**config.mk**
```make
export PLATFORM = sky130hd
export DESIGN_NAME = handshake_cmpi_arbiter
export DESIGN_NICKNAME = d
export VERILOG_FILES = /design/src/rtl/handshake_cmpi_arbiter.sv
export SDC_FILE = /design/constraint.sdc
export NUM_CORES = 1
export LEC_CHECK = 0
export ABC_AREA = 0
export BUFFER_PORTS_ARGS = -buffer_cell sky130_fd_sc_hd__buf_2
export CAP_MARGIN = 10
export CORE_MARGIN = 8
export CORE_UTILIZATION = 31
export CTS_CLUSTER_DIAMETER = 80
export DETAILED_ROUTE_END_ITERATION = 12
export PLACE_DENSITY = 0.72
export SLEW_MARGIN = 20
export SYNTH_ARGS = -nofsm -noshare
export SYNTH_HDL_FRONTEND = slang
export SYNTH_SLANG_ARGS = --single-unit
```
**constraint.sdc**
```tcl
create_clock -name clk -period 4.4 [get_ports clk]
set_input_delay 0 -clock clk [delete_from_list [all_inputs] [get_ports clk]]
set_output_delay 0 -clock clk [all_outputs]
set_load 0.01 [all_outputs]
```
**src/rtl/handshake_cmpi_arbiter.sv**
```systemverilog
// rtl/handshake_cmpi_arbiter.sv - round-robin arbiter sharing one signed less-than comparator between two requesters
// Optional conflict counter: define CMPI_ARB_CONFLICT_CNT_EN.
module handshake_cmpi_arbiter #(
    parameter int DATA_TYPE = 32
) (
    input  logic                 clk,
    input  logic                 rst,
    input  logic [DATA_TYPE-1:0] lhs0,
    input  logic [DATA_TYPE-1:0] rhs0,
    input  logic                 lhs0_valid,
    input  logic                 rhs0_valid,
    input  logic [DATA_TYPE-1:0] lhs1,
    input  logic [DATA_TYPE-1:0] rhs1,
    input  logic                 lhs1_valid,
    input  logic                 rhs1_valid,
    output logic                 lhs0_ready,
    output logic                 rhs0_ready,
    output logic                 lhs1_ready,
    output logic                 rhs1_ready,
`ifdef CMPI_ARB_CONFLICT_CNT_EN
    output logic [15:0]          conflict_count,
`endif
    output logic                 result0,
    output logic                 result1,
    output logic                 result0_valid,
    output logic                 result1_valid,
    input  logic                 result0_ready,
    input  logic                 result1_ready
);

    logic                 elig0, elig1;
    logic                 grant0, grant1;
    logic                 last_grant1;
    logic [DATA_TYPE-1:0] cmp_a, cmp_b;
    logic                 cmp_lt;

    // A slot can accept a new result if it is empty or being drained this cycle.
    always_comb begin
        elig0  = lhs0_valid && rhs0_valid && (!result0_valid || result0_ready);
        elig1  = lhs1_valid && rhs1_valid && (!result1_valid || result1_ready);
        grant0 = elig0 && (!elig1 || last_grant1);
        grant1 = elig1 && !grant0;
    end

    assign lhs0_ready = grant0 && rst;
    assign rhs0_ready = grant0 && rst;
    assign lhs1_ready = grant1 && rst;
    assign rhs1_ready = grant1 && rst;

    assign cmp_a  = grant1 ? lhs1 : lhs0;
    assign cmp_b  = grant1 ? rhs1 : rhs0;
    assign cmp_lt = $signed(cmp_a) < $signed(cmp_b);

    // Reset value 1 makes requester 0 win the first conflict.
    always_ff @(posedge clk or negedge rst) begin
        if (!rst) begin
            last_grant1 <= 1'b1;
        end else if (grant0 || grant1) begin
            last_grant1 <= grant1;
        end
    end

    always_ff @(posedge clk or negedge rst) begin
        if (!rst) begin
            result0       <= 1'b0;
            result0_valid <= 1'b0;
        end else if (grant0) begin
            result0       <= cmp_lt;
            result0_valid <= 1'b1;
        end else if (result0_ready) begin
            result0_valid <= 1'b0;
        end
    end

    always_ff @(posedge clk or negedge rst) begin
        if (!rst) begin
            result1       <= 1'b0;
            result1_valid <= 1'b0;
        end else if (grant1) begin
            result1       <= cmp_lt;
            result1_valid <= 1'b1;
        end else if (result1_ready) begin
            result1_valid <= 1'b0;
        end
    end

`ifdef CMPI_ARB_CONFLICT_CNT_EN
    always_ff @(posedge clk or negedge rst) begin
        if (!rst) begin
            conflict_count <= 16'h0000;
        end else if (elig0 && elig1 && (conflict_count != 16'hFFFF)) begin
            conflict_count <= conflict_count + 16'h0001;
        end
    end
`endif

endmodule

```
; Yosys cells after proc, flatten, opt, wreduce, memory -nomap -nowiden
; Index checks and enable logic that the tools add are counted.
[totals]
regBits = 5
in_bits = 136
word_cells = 30
output_inout_bits = 8
[classes]
n_reduce_logical = 18
order_cmp = 1
mux = 6
[ops]
columns = cell, n
row1 = $mux 32, 2
row2 = $lt 32x32->1, 1
row3 = $logic_and 1x1->1, 8
row4 = $logic_not 1->1, 4
row5 = $logic_or 1x1->1, 4
row6 = $mux 1, 4
row7 = $reduce_bool 2->1, 2

; Logic depth before layout (Yosys ltp)
[logic_depth]
depth_word = 10
depth_mapped = 12
depth_no_buf = 10

; Least setup slack after synthesis
; OpenSTA, ideal clock, no wires.
[synth_path]
path_type = reg-to-reg
start = register result1_valid
end = register result1
required_ns = 4.275
path_stages_with_launch = 13
n_path_buf = 2
setup_time_ns = 0.125
arrival_ns = 2.832
synth_period_minus_slack_ns = 2.957
setup_slack_ns = 1.443
path_cell_list = dfrtp_1 > nor2b_1 > a311oi_2 > buf_4 > buf_4 > mux2_2 > ha_1 > nand4_1 > nor3_1 > o311ai_1 > o211ai_1 > a31oi_1 > mux2_2
[synth_between]
elab_chain_cells = 10
elab_cells_between_ends = 11
cone_classes = order compare (1) / mux (2) / reduce/logical (8)
[synth_lines]
columns = element, line
row1 = start: declaration, 26  ; output logic result1_valid,
row2 = start signal: assignment, 78  ; result1_valid <= 1'b0;
row3 = start signal: assignment, 81  ; result1_valid <= 1'b1;
row4 = start signal: assignment, 83  ; result1_valid <= 1'b0;
row5 = $logic_not 1->1 (*), 40  ; elig1 = lhs1_valid && rhs1_valid && (!result1_valid || result1_ready);
row6 = $logic_or 1x1->1 (*), 40
row7 = $logic_and 1x1->1 (*), 40
row8 = $logic_not 1->1, 41  ; grant0 = elig0 && (!elig1 || last_grant1);
row9 = $logic_or 1x1->1, 41
row10 = $logic_and 1x1->1, 41
row11 = $logic_not 1->1, 42  ; grant1 = elig1 && !grant0;
row12 = $logic_and 1x1->1 (*), 42
row13 = "$mux 32, on equally long branches", "50, 51"
row14 = $lt 32x32->1, 52  ; assign cmp_lt = $signed(cmp_a) < $signed(cmp_b);
row15 = end signal: assignment, 80  ; result1 <= cmp_lt;
row16 = end: declaration, 24  ; output logic result1,
; Every way passes the cells marked *; elsewhere a longest branch is shown, timed or not.
; A chain may end at the register's enable or synchronous reset.

; Final worst setup path
[layout_path]
start = register result1_valid
end = register result0
[layout_between]
elab_chain_cells = 10
elab_cells_between_ends = 11
cone_classes = order compare (1) / mux (2) / reduce/logical (8)
[layout_lines]
columns = element, line
row1 = $logic_not 1->1 (*), 40
row2 = $logic_or 1x1->1 (*), 40
row3 = $logic_and 1x1->1 (*), 40
row4 = $logic_not 1->1, 41
row5 = $logic_or 1x1->1, 41
row6 = $logic_and 1x1->1, 41
row7 = $logic_not 1->1, 42
row8 = $logic_and 1x1->1, 42
row9 = "$mux 32, on equally long branches", "50, 51"
row10 = $lt 32x32->1, 52
row11 = end signal: assignment, 68  ; result0 <= cmp_lt;
row12 = end: declaration, 23  ; output logic result0,
; Marks and branches as above.

==> results.md <==
- HP Class: in -> async
- Path depth of the worst reg2reg path: 11
- Final min period: 3.40 ns
- Comb pwr share: 63.6%
- Vias/cell: 4.71
- CTS tree: done
- Crit path kind: reg -> reg
- Top FF cell, synth: dfrtp_1
- Total core area: 5110 µm²
- Synth Area per Inst: 9.46 µm²
- Max transition margin: 62.3%
- Largest net degree at the start of global routing: 44
- Max Cap Viol: 0
- Die Area: 7890 µm²
- RSZ-0062 raised after global routing: no
- Routed vias: 1815
- Worst Setup Start Kind: flop
- Cell area power density: 166 nW/µm²
- Flop-to-flop setup slack: 1.0 ns
- FF-to-FF End: result0
- Seq pwr share: 15.9%
- Cell mode on critical path: mux2_2
- Initial antenna violation count: 0
- DIE HEIGHT: 88.9 µm
- Die X: 88.9 µm
- Commonest non-fill, non-tap cell in the layout: buf_2
- Max-slew violations: 0
- Setup ws final: 0.998 ns
- Post-DP HPWL: 4890 µm
- RePlAce Congestion: 0.747
- Top fanout value on the critical path: 43
- Pre-CTS setup slack: 0.997 ns
- Clk Latency, worst-skew pair: 0.22 ns
- Crit path buf inv count: 1
- Gr usage total: 12.5%
- Vias in the first global route: 2003
- Synthesized flop and latch total: 5
- Placed instance count: 380
- Cts bufs inserted: 3
- CP Capture Type: flop
- Cell Rows: 26
- Clock share of power: 20.5%
- Setup TNS: 0 ns
- Critical Path Slowest Stage Cell: buf_4
- Final hold vios: 0
- Worst-Margin Slew: 0.565 ns
- Final setup violation count: 0
- Port Buffers: 143
- WL per Instance: 14.0 µm
- Syn Nets: 341
- H-tree depth: 1
- Int Power: 0.265 mW
- Sw power: 0.143 mW
- Synth cell types: 31
- R2R Path Start: result1_valid
- Clock-pin slew on the worst setup and hold paths: 0.04 ns
- Root buffer cell: clkbuf_8
- Detailed Routing Iterations Pass 1: 4
- Most frequent cells in the layout: 143 x buf_2, 33 x mux2_2, 33 x mux2i_1
- YS warnings: 0
- Skew final: 0.000522 ns
- Max Freq: 294 MHz
- Req. time, crit path: 4.50 ns
- Cell Area, Synth: 1650 µm²
- Crit-path leading delay family: compound AO/OA/AOI/OAI gates
- Leakage power: 1.28 nW
- Gr ovfl total: 0
- First-pass GRT wire length: 8190 µm
- Initial Util: 32.2%
- Final worst-path cycle share: 77.3%
- Drt drc: 0
- IO Count: 144
- EDFF count, synth: 0
- Num Clock Sinks: 5
- # nets final: 483
- Final wirelength: 5380 µm
- Crit-path cells: nor2b_1 > a311oi_4 > buf_4 > mux2_2 > ha_1 > nand4_1 > nor3_1 > o311ai_1 > o211ai_1 > a31oi_1 > mux2_2
- Fin cells: 385
- Initial DRC count: 20
- Outcome: completed
- Number of routed nets with antenna violations: 0
- Area grow syn2layout: 49.8%
- Layout cells sized above 1: 58.7%
- Worst vdd ir: 0.0000929 V
- Sequential share of the synthesized area: 7.68%
- Max stage delay on crit path: 0.52 ns
- Critical path arrival: 3.50 ns
- CTS resizes: 0
- Ant. Diodes: 0
- Switching part of the total: 35.1%
- Clk buf depth: 2
- Ys async rst share: 100%
- Cells after synthesis: 174
registers in the layout (all words and copies together) (netlist names):
| register | cells |
|---|---|
| result0_valid | 1 |
| result1 | 1 |
| result0 | 1 |
| result1_valid | 1 |
| last_grant1 | 1 |
through the flow:
stage          hold WS (ns)  total power [mW]  util (%)  instance area [µm²]
6_report              0.146             0.408      48.3                 2460
2_1_floorplan        -0.296             0.229         -                 1650
5_1_grt               0.171             0.451      48.3                 2460
4_1_cts               0.156             0.417      48.3                 2460
3_3_place_gp         -0.166             0.324      47.2                 2410
3_5_place_dp         -0.167             0.330      47.2                 2410
cell usage after synthesis, drive strengths merged, types with 2 or more instances:
master	instances	share of area, %
a211oi	3	1.4
and2	4	1.5
mux2i	33	20
buf	9	4.0
o21ai	7	2.1
nand4	4	1.5
a21o	2	0.91
o21a	2	0.91
a21oi	8	2.4
nor2	5	1.1
ha	31	24
nand3	2	0.61
or2	2	0.76
a221oi	2	1.1
inv	2	0.46
nand2	9	2.1
mux2	33	23
dfrtp	4	6.1
worst max-delay path by stage:
stage	from	to	slack (ns)	depth (start not counted)
floorplan	result1_valid	result1	1.44	12
global placement	result1_valid	result1	1.13	11
detailed placement	result1_valid	result0	1.0	11
CTS	result1_valid	result0	0.98	11
global route	result1_valid	result0	0.73	11
finish	result1_valid	result0	1.0	11
layer usage:
layer,share of wire (%),GRT usage [%],vias up
met1,40,13.2,772
li1,-,-,954
met4,1.1,2.92,0
met5,0,0,-
met2,50,24.3,83
met3,9.2,2.41,6
power by group through the flow:
| stage | Clock [mW] | Combinational (mW) | Sequential, mW |
|---|---|---|---|
| final | 0.0839 | 0.260 | 0.0649 |
| after CTS | 0.0855 | 0.266 | 0.0651 |
| after detailed placement | 0 | 0.264 | 0.0657 |
| after floorplan | 0 | 0.160 | 0.0692 |
| after global placement | 0 | 0.258 | 0.0652 |
| after global routing | 0.0878 | 0.295 | 0.0675 |
timing repair:
action,CTS,global route
hold buffers,1,0
hold endpoints to repair,5,0
setup buffers,0,0
area by class of cell:
cell class              count  area (µm²)
fillers                   510        2640
multi-input cells         158        1460
repair buffers            146         741
flip-flops and latches      5         126
well taps                  70        87.6
clock buffers               4        45.0
inverters                   2        7.51
cell families after synthesis:
family / count (synthesis) / share of synthesized area (%)
adders and majority gates: 31 / 23.6
buffers and inverters: 11 / 4.41
AOI/OAI and AO/OA: 30 / 12.1
muxes: 66 / 42.7
and+or+nand+nor: 31 / 9.58
DFF: 5 / 7.68
(Power assumes the default switching activity.)
